==> src/rtl/vending_machine_change.sv <==
// Coin-operated vending controller with programmable price.
// Accumulates nickel/dime/quarter credit, dispenses one item when the price
// is reached, then pays back any overpayment one nickel per cycle. A cancel
// request in COLLECT refunds the whole credit the same way. A saturating
// counter tracks completed sales.
module vending_machine_change #(
  parameter int PRICE    = 15,
  parameter int CREDIT_W = 6,
  parameter int CNT_W    = 8
) (
  input  logic                clk,
  input  logic                reset,
  input  logic                N,
  input  logic                D,
  input  logic                Q,
  input  logic                cancel,
  output logic                newspaper,
  output logic                change_n,
  output logic                coin_reject,
  output logic                busy,
  output logic [CREDIT_W-1:0] credit,
  output logic [CNT_W-1:0]    sold_count
);

  typedef enum logic [1:0] {
    COLLECT  = 2'd0,
    DISPENSE = 2'd1,
    CHANGE   = 2'd2
  } state_t;

  // The running sum is one bit wider than the credit register so the
  // comparison against the price can never wrap.
  localparam logic [CREDIT_W:0]   PRICE_S = (CREDIT_W + 1)'(PRICE);
  localparam logic [CREDIT_W-1:0] NICKEL  = CREDIT_W'(5);
  localparam logic [CREDIT_W-1:0] ZERO_C  = '0;

  // Value of a single accepted coin; caller guarantees exactly one strobe.
  function automatic logic [CREDIT_W:0] coin_value(input logic n,
                                                   input logic d,
                                                   input logic q);
    logic [CREDIT_W:0] v;
    v = '0;
    if (n) v = (CREDIT_W + 1)'(5);
    if (d) v = (CREDIT_W + 1)'(10);
    if (q) v = (CREDIT_W + 1)'(25);
    return v;
  endfunction

  // Increment that sticks at all-ones instead of wrapping.
  function automatic logic [CNT_W-1:0] sat_inc(input logic [CNT_W-1:0] c);
    if (&c) return c;
    return c + CNT_W'(1);
  endfunction

  state_t              state;
  state_t              state_nxt;
  logic [CREDIT_W-1:0] credit_nxt;
  logic [1:0]          strobe_cnt;
  logic                any_strobe;
  logic                coin_valid;
  logic                coin_bad;
  logic [CREDIT_W:0]   sum;
  logic                sale;

  // Classify this cycle's coin strobes as accepted or rejected.
  always_comb begin
    strobe_cnt = 2'(N) + 2'(D) + 2'(Q);
    any_strobe = N | D | Q;
    coin_valid = (strobe_cnt == 2'd1) && (state == COLLECT) && !cancel;
    coin_bad   = any_strobe && !coin_valid;
    sum        = {1'b0, credit} + coin_value(N, D, Q);
  end

  // Next-state and next-credit decision for the controller.
  always_comb begin
    state_nxt  = state;
    credit_nxt = credit;
    sale       = 1'b0;
    unique case (state)
      COLLECT: begin
        if (coin_valid) begin
          if (sum >= PRICE_S) begin
            credit_nxt = CREDIT_W'(sum - PRICE_S);
            state_nxt  = DISPENSE;
            sale       = 1'b1;
          end else begin
            credit_nxt = CREDIT_W'(sum);
          end
        end else if (cancel && (credit != ZERO_C)) begin
          // Full refund: the change loop drains whatever credit is held.
          state_nxt = CHANGE;
        end
      end
      DISPENSE: begin
        state_nxt = (credit != ZERO_C) ? CHANGE : COLLECT;
      end
      CHANGE: begin
        // Each cycle here pays out one nickel; leave on the last one.
        if (credit <= NICKEL) begin
          credit_nxt = ZERO_C;
          state_nxt  = COLLECT;
        end else begin
          credit_nxt = credit - NICKEL;
        end
      end
      default: begin
        state_nxt  = COLLECT;
        credit_nxt = ZERO_C;
      end
    endcase
  end

  // State, credit, counter and Moore outputs, all registered together.
  always_ff @(posedge clk) begin
    if (reset) begin
      state       <= COLLECT;
      credit      <= ZERO_C;
      sold_count  <= '0;
      coin_reject <= 1'b0;
      newspaper   <= 1'b0;
      change_n    <= 1'b0;
      busy        <= 1'b0;
    end else begin
      state       <= state_nxt;
      credit      <= credit_nxt;
      coin_reject <= coin_bad;
      newspaper   <= (state_nxt == DISPENSE);
      change_n    <= (state_nxt == CHANGE);
      busy        <= (state_nxt != COLLECT);
      if (sale) sold_count <= sat_inc(sold_count);
    end
  end

endmodule
==> config.mk <==
export PLATFORM = sky130hd
export DESIGN_NAME = vending_machine_change
export DESIGN_NICKNAME = d
export VERILOG_FILES = /design/src/rtl/vending_machine_change.sv
export SDC_FILE = /design/constraint.sdc
export NUM_CORES = 1
export LEC_CHECK = 0
export CORE_UTILIZATION = 40
export CTS_CLUSTER_DIAMETER = 30
export CTS_CLUSTER_SIZE = 25
export DETAILED_ROUTE_END_ITERATION = 16
export GPL_TIMING_DRIVEN = 0
export MAX_ROUTING_LAYER = met4
export SYNTH_ARGS = -nofsm -noshare
export SYNTH_HDL_FRONTEND = slang
export SYNTH_SLANG_ARGS = --single-unit
==> constraint.sdc <==
create_clock -name clk -period 6.4 [get_ports clk]
set_input_delay 0.96 -clock clk [delete_from_list [all_inputs] [get_ports clk]]
set_output_delay 0.96 -clock clk [all_outputs]
set_load 0.005 [all_outputs]
### After elaboration in Yosys (flattened, before gate mapping)

Index checks and enable logic that the tools add are counted.
Widths: inputs -> output; s select.

* bitwise logic cells: 3
* multiplexer cells: 20
* order comparisons: 2
* equality and inequality tests: 7
* $add $sub $neg: 6
* reduce and logical (&&, ||, !) cells: 12

Operators with widths (count)
* $mux 6: 3
* $pmux 6 s3: 1
* $mux 7: 2
* $mux 2: 5
* $add 8x1->8 const B: 1
* $mux 8: 1
* $reduce_and 8->1: 1
* $add 6x7->7: 1
* $ge 7x4->1 const B: 1
* $eq 2x1->1 const B: 3
* $le 6x3->1 const B: 1
* $mux 1: 6
* $pmux 2 s3: 1
* $reduce_bool 6->1: 1
* $sub 6x3->6 const B: 1
* $sub 6x4->6 const B: 1
* $eq 2x2->1 const B: 2
* $logic_and 1x1->1: 4
* $ne 2x2->1 const B: 2
* $reduce_and 2->1: 2
* $mux 3: 1
* $add 1x1->2: 1
* $add 2x1->2: 1
* $logic_not 1->1: 2
* other kinds (4): 5

* bits of input ports: 6
* word-level logic and storage cells: 57
* output and inout port bits: 18
* bits in registers: 20

### Depth between registers and ports, before layout

* word-level depth: 12
* gate-level depth with buffers: 14
* depth with buffers taken out: 13

### Least setup slack after synthesis

No wires, ideal clock.

* path type: input -> register
* start point: in N
* end point: reg sold_count[0]
* buffers on the path: 1
* data required time: 6.277 ns
* arrival time: 3.225 ns
* stages: 14
* path slack: 3.052 ns
* library setup time: 0.123 ns
* path through: inv_1 -> o21ai_0 -> ha_1 -> inv_1 -> fa_1 -> inv_1 -> ha_1 -> inv_1 -> a21oi_1 -> and3_4 -> o31ai_2 -> buf_6 -> nor2_1 -> mux2_1

* cells in the longest elaborated chain, start to end: 9
* elaborated cells on any way between the ends: 14
* classes of those cells: add/sub (3); order compare (1); eq/ne (1); mux (6); reduce/logical (3)

RTL lines
* start: declaration: line 13 `input logic N,`
* $mux 3: line 43 `if (n) v = (CREDIT_W + 1)'(5);`
* $mux 7: line 44 `if (d) v = (CREDIT_W + 1)'(10);`
* $mux 7: line 45 `if (q) v = (CREDIT_W + 1)'(25);`
* $add 6x7->7: line 71 `sum = {1'b0, credit} + coin_value(N, D, Q);`
* $ge 7x4->1: line 82 `if (sum >= PRICE_S) begin`
* $mux 1: line 82
* $mux 1 *: line 81 `if (coin_valid) begin`
* $mux 1 *: line 79 `unique case (state)`
* $reduce_and 2->1 (no line) *
* end signal: assignment: line 130 `if (sale) sold_count <= sat_inc(sold_count);`
* end: declaration: line 22 `output logic [CNT_W-1:0] sold_count`

Every way passes the cells marked *; elsewhere a longest branch is shown, timed or not.
A chain may end at the register's enable or synchronous reset.

### Worst setup path in the final report

* start point: in N
* end point: reg sold_count[7]

The elaborated chain is that of the path after synthesis.

==> run_results.csv <==
group,metric,value,unit
run_status,status,"finished, final reports clean",
synth,synth_compound_gate_area_share,0.274,
routing,wl,3.79,mm
timing,setup_viol,0,
critical_path,cpMostUsedCell,"inv_1",
critical_path,arrival,4.09,ns
critical_path,crit_type,"in2reg",
final_layout,syn2layout_area_growth,23.8,%
critical_path,worstPathRequired,6.63,ns
clock_network,cts_tree,"built",
synth,synthSimpleGateAreaFrac,0.235,
placement,place_congestion,0.841,
clock_network,holdBufCountCts,0,
power,power.density,238,nW/um^2
placement,port_buffers,23,
clock_network,clk_pin_slew,0.12,ns
floorplan,die_y,62.4,um
timing,finalClockSkew,0.00425,ns
synth,ys.warnings.count,0,
synth,synth_adder_area_share,0.113,
synth,async_reset_ff_frac,0,
synth,synth-edff-count,0,
min_path,min_path_type,"reg2reg",
clock_network,cts_buffers,3,
timing,worst_pin_slew,0.836,ns
final_layout,stdcell_area,1810,sq um
placement,dp_hpwl,2.90,mm
routing,drc_errors,0,
final_layout,antennaDiodeCount,0,
global_route,grt_pass1_vias,1390,
timing,slew_headroom,0.436,
routing,dr.pass1.iters,4,
routing,via_per_inst,5.70,
floorplan,die_x,62.4,um
synth,avgSynthCellArea,8.02,sq um
critical_path,worst_path_largest_cell_delay,0.62,ns
power,power.leakage,0.676,nW
floorplan,die_area,3890,sq um
final_layout,drive_gt1_frac,0.0622,
floorplan,start_util,0.427,
global_route,grt_usage,0.211,
routing,vias,1453,
synth,synth_xor_area_frac,0.0300,
synth,netlist_instances,182,
routing,drt_iter0_markers,59,
global_route,grt_pass1_wl,6.42,mm
run,cap_violations,0,
final_layout,register_area,400,sq um
synth,syn_nets,200,
critical_path,critPathMaxFanout,8,
timing,hold_viol,0,
critical_path,critPathSlowestCell,"nor3_1",
clock_network,cts_sinks,20,
floorplan,pin_count,24,
clock_network,cts_setup_buffers,0,
placement,placed_area,1750,sq um
critical_path,crit_path_end_kind,"flop",
routing,wl_per_cell,14.9,um
clock_network,clk_path_buf_depth,2,
final_layout,fillers,346,
synth,synth.area.mux_share,0.0146,
clock_network,h-tree-depth,1,
floorplan,rows,21,
synth,synth_top_family_by_area,"compound AO/OA/AOI/OAI gates",
timing,rsz0062_at_grt,"no",
floorplan,core,3420,sq um
synth,ys_seq_area_frac,0.274,
final_layout,final_cell_mix,"clkdlybuf4s50_1, dfxtp_1, a21oi_1",
final_layout,final_core_util,0.529,
global_route,antenna_found_initial,0,
synth,ys_ff_latch,20,
final_layout,nNetsFinal,228,
timing,fin_crit_sh,0.603,
power,power,0.429,mW
timing,fin_setup_tns,0,ns
clock_network,cts.root.buffer_cell,"clkbuf_4",
timing,fmaxAchievable,259,MHz
critical_path,start_kind,"input port",
clock_network,clk_latency,0.30,ns
critical_path,crit_buf_inv,5,
global_route,grt_max_degree,13,
global_route,overflow,0,
synth,synth_cell_type_count,46,
clock_network,cts_resized,0,
routing,ant_nets,0,
critical_path,crit_family,"adder cells",
final_layout,final_common_cell,"clkdlybuf4s50_1",
synth,ys.flop_type,"dfxtp_1",
final_layout,multi_input_area,980,sq um
timing,slew_violations,0,
critical_path,cp_cell_sequence,"clkdlybuf4s50_1 -> inv_1 -> o21ai_0 -> ha_1 -> inv_1 -> fa_1 -> inv_1 -> ha_1 -> inv_1 -> a21oi_1 -> and3_4 -> nor3_1 -> o21ai_0 -> a21oi_1",
timing,period_minus_slack,3.86,ns
synth,netlist_area,1460,sq um
power,ir_drop,0.0914,mV
==> worst reg2reg max path: cells and delay by family, from the launching register on <==
family,cells,cell delay (ns)
fa+ha+maj,3,0.98
buf+inv,3,0.22
flops,1,0.49
compound gates,3,0.42
simple gates,2,0.80
==> flip-flops by register name, indices dropped and copies added, names as in the netlist <==
name         cells
credit           6
change_n         1
state            2
newspaper        1
busy             1
sold_count       8
coin_reject      1
==> final timing paths <==
| path | endpoint | slack, ns | cells past startpoint | from |
|---|---|---|---|---|
| setup / recovery | sold_count[7] | 2.54 | 14 | N |
| hold / removal | sold_count[6] | 0.52 | 2 | sold_count[6] |
| setup reg to reg | sold_count[7] | 3.43 | 11 | credit[0] |
| hold reg to reg | sold_count[6] | 0.52 | 2 | sold_count[6] |
==> routing by layer <==
metal	vias to the layer above	track usage	share of wire
li1	719	-	-
met1	701	0.277	0.49
met2	29	0.354	0.48
met3	4	0.0219	0.026
met4	0	0.0407	0.0045
met5	-	-	0
==> area by class of cell <==
class                      count  share of cell area
multi-input combinational    141               0.542
buffer                         4              0.0125
timing repair buffer          23               0.127
sequential                    20               0.222
inverter                      17              0.0353
tap                           46              0.0319
clock buffer                   3              0.0125
clock inverter                 1              0.0166
==> power by group <==
| group | internal (mW) | switching (mW) |
|---|---|---|
| Sequential | 0.136 | 0.0176 |
| Combinational | 0.0796 | 0.0918 |
| Clock | 0.0633 | 0.0410 |
| Total | 0.279 | 0.150 |
==> cells in the mapped netlist, types with 2 or more instances <==
| master | n | area (sq um) |
|---|---|---|
| or4_1 | 3 | 22.5 |
| inv_1 | 17 | 63.8 |
| and3_1 | 2 | 12.5 |
| a21oi_1 | 19 | 95.1 |
| xnor2_1 | 3 | 26.3 |
| or2_2 | 2 | 12.5 |
| nand2b_1 | 8 | 50.1 |
| a211o_1 | 2 | 17.5 |
| fa_1 | 2 | 40.0 |
| or3_1 | 5 | 31.3 |
| xor2_1 | 2 | 17.5 |
| nand3_1 | 9 | 45.0 |
| o211ai_1 | 2 | 15.0 |
| o31a_1 | 3 | 26.3 |
| nand2_1 | 7 | 26.3 |
| ha_1 | 10 | 125 |
| dfxtp_1 | 20 | 400 |
| o41ai_1 | 2 | 17.5 |
| nor3_1 | 2 | 10.0 |
| nor2b_1 | 3 | 18.8 |
| nor2_1 | 18 | 67.6 |
| o31ai_1 | 2 | 15.0 |
| a31oi_1 | 4 | 25.0 |
| clkbuf_1 | 3 | 11.3 |
| o22ai_1 | 2 | 12.5 |
| o21ai_0 | 10 | 50.1 |
==> metrics by stage <==
step | std cells | setup slack (ns) | hold slack [ns]
2_1_floorplan | 182 | 3.05 | 0.475
3_3_place_gp | 251 | 2.32 | 0.479
3_5_place_dp | 251 | 2.29 | 0.498
4_1_cts | 255 | 2.57 | 0.524
5_1_grt | 255 | 2.29 | 0.565
6_report | 255 | 2.54 | 0.516
==> cells by family (layout without fill, tap and decap cells) <==
logic type               count (synthesis)  in the layout
AND/OR/NAND/NOR                         65             65
AO/OA/AOI/OAI                           57             57
buffers and inverters                   21             48
flip-flops                              20             20
adder cells (fa/ha/maj)                 12             12
XOR/XNOR                                 5              5
multiplexers                             2              2
No activity file was read; power rests on OpenSTA's default activity.
==> edit 1 (same settings) <==
The parameter `CNT_W` goes from 8 to 9.
--- a/src/rtl/vending_machine_change.sv
+++ b/src/rtl/vending_machine_change.sv
@@ -8,3 +8,3 @@
   parameter int CREDIT_W = 6,
-  parameter int CNT_W    = 8
+  parameter int CNT_W    = 9
 ) (
Interface: changed (resized sold_count); port bits go from 24 to 25. The function was not compared with the original's and may differ.
==> edit 1 against the original RTL <==
Synthesized area rose by 3.9%. Global-route usage down 1.1 points. Count of clock-buffer cells in the layout is the same. Sequential cell count is 1 higher. Sequential power is 8% higher. Design area grew 3.1%. Sequential share of layout area rose by 0.40 points. Core utilization is 2.0 points lower. Power grew 15%. Fmax up 4.8%. Setup slack improved by 0.18 ns. First-iteration DRC count increased by 3.4%. Wire length decreased by 3.4%. Largest power group unchanged. Highest routed layer unchanged.
==> edit 1: results (changes against the original RTL) <==
The maximum fanout count along the critical path is 10 (was 8). The placed wire-length estimate after detailed placement is 2790 um (was 2900 um). The data arrival time of the worst path was 3.82 ns (was 4.09 ns). The post-synth net total came out at 206 (was 200). The power of the clock network came out at 87.0 uW (was 104 uW). The total iterations of the first detailed-routing run is 7 (was 4).

Dominant cells by area after synthesis: dfxtp_1 28%, ha_1 9.1%, a21oi_1 5.9%, o21ai_0 4.3%, nand2_1 4.0% (was dfxtp_1 27%, ha_1 8.6%, a21oi_1 6.5%, nor2_1 4.6%, inv_1 4.4%). The internal power is 295 uW (was 279 uW). Largest registers in the final layout: sold_count x9, credit x6, state x2 (was sold_count x8, credit x6, state x2). Commonest cells post-synth: 21 x dfxtp_1, 18 x a21oi_1, 16 x nand2_1, 16 x nor2_1, 13 x o21ai_0 (was 20 x dfxtp_1, 19 x a21oi_1, 18 x nor2_1).

The clock transition at the registers of the reported paths was 0.08 ns (was 0.12 ns). The setup slack of the worst register-to-register path came out at 3.61 ns (was 3.43 ns). The worst supply voltage drop on vdd is 0.000123 V (was 0.0000914 V). The global placement routability congestion came to 0.798 (was 0.841). The power attributed to combinational cells is 238 uW (was 171 uW). The wire length after detailed routing came out at 3660 um (was 3790 um). The library cell used as clock root buffer is clkbuf_8 (was clkbuf_4).

The worst slew margin relative to its limit came out at 64.1% (was 43.6%). The final-layout fill cell count came out at 364 (was 346). The number of port buffers came out at 24 (was 23).

Result of the run: finished, final reports clean (unchanged). The global-route usage over all layers is 20.0% (was 21.1%). The starting DRC count in detailed routing came to 61 (was 59).

The count of different cell masters after synthesis is 45 (was 46). The post-placement cell area was 0.00182 mm^2 (was 0.00175 mm^2). The cell at the slowest stage of the critical path was fa_1 (was nor3_1).

The global-route wire length before repair is 6180 um (was 6420 um). The fraction of layout cells with a size suffix above 1 is 7.44% (was 6.22%). The final net count came out at 235 (was 228). The netlist area before placement came out at 0.00152 mm^2 (was 0.00146 mm^2). The critical path's largest stage delay is 0.49 ns (was 0.62 ns). The static leakage power is 0.000714 uW (was 0.000676 uW).
[edit 1: cell types whose count changed after synthesis, sizes merged, moves of 5 or more]
cell,before,now
nand2b,8,2
inv,17,12
nor3,2,7
nand2,7,16
o21ai,10,16
[edit 1: worst paths after layout]
kind                 startpoint       endpoint  cells after the start
setup / recovery              N  sold_count[1]                     14
hold / removal    sold_count[6]  sold_count[6]                      2
setup reg to reg      credit[0]  sold_count[1]                     11
hold reg to reg   sold_count[6]  sold_count[6]                      2
[edit 1: cells by family (layout without fill, tap and decap cells)]
family,Yosys count,after routing,synth area share [%]
adder cells (fa/ha/maj),13,13,11.7
flip-flops,21,21,27.7
buffers and inverters,17,45,4.78
XOR/XNOR,8,8,5.61
AO/OA/AOI/OAI,58,58,25.0
AND/OR/NAND/NOR,67,67,23.2
multiplexers,3,3,1.98
[edit 1: per-stage QoR]
stage,hold WS (ns),total power (uW),utilization [%],worst slack [ns],cells
floorplan,0.480,332,-,3.16,187
global placement,0.472,403,49.6,2.38,259
detailed placement,0.486,406,49.6,2.40,259
CTS,0.498,496,50.9,2.69,263
global route,0.529,535,50.9,2.49,263
finish,0.496,492,50.9,2.72,263
[edit 1: metal layers]
| metal | global-route usage (%) | part of all wire [%] | vias up |
|---|---|---|---|
| met3 | 2.90 | 3.6 | 5 |
| met1 | 24.1 | 46 | 677 |
| met5 | - | 0 | - |
| met2 | 34.7 | 50 | 35 |
| li1 | - | - | 738 |
| met4 | 4.83 | 0.93 | 0 |
[edit 1: area by class of cell]
cell class | instances | area share (%)
inverter | 12 | 2.42
multi-input combinational | 149 | 54.9
tap | 48 | 3.22
clock inverter | 1 | 0.269
buffer | 5 | 1.48
sequential | 21 | 22.6
timing repair buffer | 24 | 12.9
clock buffer | 3 | 2.22
==> edit 2 (same flow settings) <==
Without the edit above. Reset style: asynchronous (`reset`), changed in one clocked block.
--- a/src/rtl/vending_machine_change.sv
+++ b/src/rtl/vending_machine_change.sv
@@ -113,3 +113,3 @@
   // State, credit, counter and Moore outputs, all registered together.
-  always_ff @(posedge clk) begin
+  always_ff @(posedge clk or posedge reset) begin
     if (reset) begin
Formal check against the unedited RTL: differs if reset is asserted again (counterexample within 4 cycles, from zero or initial values and one cycle with reset high); with reset held inactive, the same outputs for 10 cycles.
==> edit 2 against the original RTL <==
Design area fell by 1.5%. Synthesized area shrank 1.4%. Critical path depth unchanged. Global-route usage shrank 2.2 points. Setup slack worse by 0.048 ns. Sequential cell count unchanged. Wire length down 22%. Via count is 20% lower.
Power is not compared: it rests on default switching activity, and its combinational part moved more than twofold at a synthesized area within 25%.
==> edit 2: results (changes against the original RTL) <==
Result of the run: finished, final reports clean (unchanged). The global-route usage over all layers came out at 18.9% (was 21.1%). The count of different cell masters after synthesis came out at 48 (was 46). The static leakage power is a little under 0.0008 uW. Dominant cells by area after synthesis: dfrtp_1 35%, ha_1 8.7%, xor2_1 5.5%, inv_1 3.7%, o21ai_0 3.1% (was dfxtp_1 27%, ha_1 8.6%, a21oi_1 6.5%, nor2_1 4.6%, inv_1 4.4%). The library cell used as clock root buffer is clkbuf_4 (unchanged).

The CTS sink count came out at 20 (unchanged). The data arrival time of the worst path is 4.10 ns (was 4.09 ns). The final-layout fill cell count was 328 (was 346).

The sequential-to-total area share from yosys stat is 34.8% (was 27.4%). The maximum number of pins on one net before global-route repair came to 21 (was 13). The antenna cell count is 0 (unchanged). The placed wire-length estimate after detailed placement is 2400 um (was 2900 um). The cell depth of the worst hold path is 1 (was 2). The clock latency reported for the late side of the worst-skew pair came to 0.30 ns (about the same).

The ratio of final minimum period to clock period is 61.0% (was 60.3%). The post-CTS resize count is 0 (unchanged). The fraction of layout cells with a size suffix above 1 came out at 8.47% (was 6.22%). The transition time at the pin with the least slew margin is 0.757 ns (was 0.836 ns). The number of port buffers is 23 (unchanged). The number of standard cells in the final layout excluding fillers came out at 223 (was 255).

The maximum fanout count along the critical path is 10 (was 8). The total iterations of the first detailed-routing run is 4 (unchanged). The worst supply voltage drop on vdd came out at around 0.00019 V.

The vias after detailed routing came out at 1165 (was 1453). The number of setup buffers added after CTS is 0 (unchanged). The met3 routing resource usage after global routing came out at 3.73% (was 2.19%).

The number of buffers added by the clock tree synthesis step is 3 (unchanged). The number of antenna violations at the first check in global routing was 0 (unchanged). The post-synth net total is 168 (was 200).

Commonest cells post-synth: 20 x dfrtp_1, 14 x inv_1, 10 x ha_1, 10 x nand2_1, 10 x nor2_1 (was 20 x dfxtp_1, 19 x a21oi_1, 18 x nor2_1). The final net count came out at 196 (was 228). The global-route met2 utilization came out at 29.6% (was 35.4%).

The fraction of synthesis flops using an asynchronous set or reset pin is 100% (was 0%). The starting DRC count in detailed routing was 48 (was 59). The maximum count of clock buffers along a single path is 2 (unchanged). The final hold violation count came out at 0 (unchanged).

The number of warnings reported in the yosys synthesis log is 0 (unchanged). The final worst clock skew came out at 0.00691 ns (was 0.00425 ns). The worst reg-to-reg path cell count is 11 (unchanged). The wire length after detailed routing came out at 2970 um (was 3790 um). The post-synthesis area per instance came out at 9.59 um^2 (was 8.02 um^2). The most instantiated library cell after synthesis was dfrtp_1 (was dfxtp_1). Largest registers in the final layout: sold_count x8, credit x6, state x2 (unchanged). The clock transition at the registers of the reported paths was 0.12 ns (about the same). The number of levels the H-tree was split into was 1 (unchanged).

The met1 demand-to-capacity share in global routing is 25.0% (was 27.7%). The setup total negative slack came out at 0 ns (unchanged). The prevailing post-synth register cell is dfrtp_1 (was dfxtp_1). The global-route wire length before repair is 5040 um (was 6420 um). The type of the most critical hold path is register to register (unchanged). The via count of the first global-routing pass came out at 1130 (was 1390).

The remaining antenna violation count after routing is 0 (unchanged). The global placement routability congestion came to 0.779 (was 0.841).
edit 2: cells by family after synthesis:
| kind of cell | Yosys count | share of synthesized area [%] |
|---|---|---|
| compound gates | 36 | 19.0 |
| fa+ha+maj | 12 | 11.5 |
| xor+xnor | 13 | 8.96 |
| flops | 20 | 34.8 |
| buf+inv | 16 | 4.70 |
| simple gates | 50 | 18.6 |
| mux | 3 | 2.52 |
edit 2: cell type report:
class / count / area share [%]
multi-input combinational: 114 / 48.9
sequential: 20 / 28.1
timing repair buffer: 23 / 12.9
tap: 46 / 3.23
inverter: 14 / 2.95
clock inverter: 1 / 1.69
clock buffer: 3 / 1.27
buffer: 2 / 0.844
edit 2: through the flow:
step                      utilization, %  cell area, um^2  setup WS (ns)
after global placement              50.9             1730           2.20
after floorplan                        -             1440           2.86
after detailed placement            50.9             1730           2.16
final                               52.5             1780           2.49
after CTS                           52.5             1780           2.49
after global routing                52.5             1780           2.36
edit 2: worst max-delay path: stages:
cell and delay [ns]:
clkdlybuf4s50_1 0.45, inv_1 0.07, o21ai_0 0.19, ha_1 0.22, inv_1 0.07, fa_1 0.49
inv_1 0.06, ha_1 0.22, o221a_2 0.29, o21a_1 0.13, a2111oi_4 0.38, buf_6 0.20
nor2_2 0.06, mux2_4 0.31
edit 2: power by group:
part           total [uW]  internal (uW)  switching (uW)
clock network         102           63.2            38.5
logic                 530            262             268
registers             222            166            55.6
total                 854            492             362
edit 2: per-layer routing:
layer  wire (um)  share of wire, %  vias up
met2        1370                46       17
met1        1520                51      555
met3          57               1.9        2
li1            -                 -      591
met5           0                 0        -
met4          27              0.91        0
edit 2: path summary, 6_finish.rpt:
path	from	to	slack, ns
max in group asynchronous	reset	credit[5]	4.84
min	sold_count[5]	sold_count[5]	0.53
min in group asynchronous	reset	state[1]	1.08
max	N	sold_count[1]	2.49
min reg2reg	sold_count[5]	sold_count[5]	0.53
max reg2reg	credit[0]	sold_count[1]	3.33
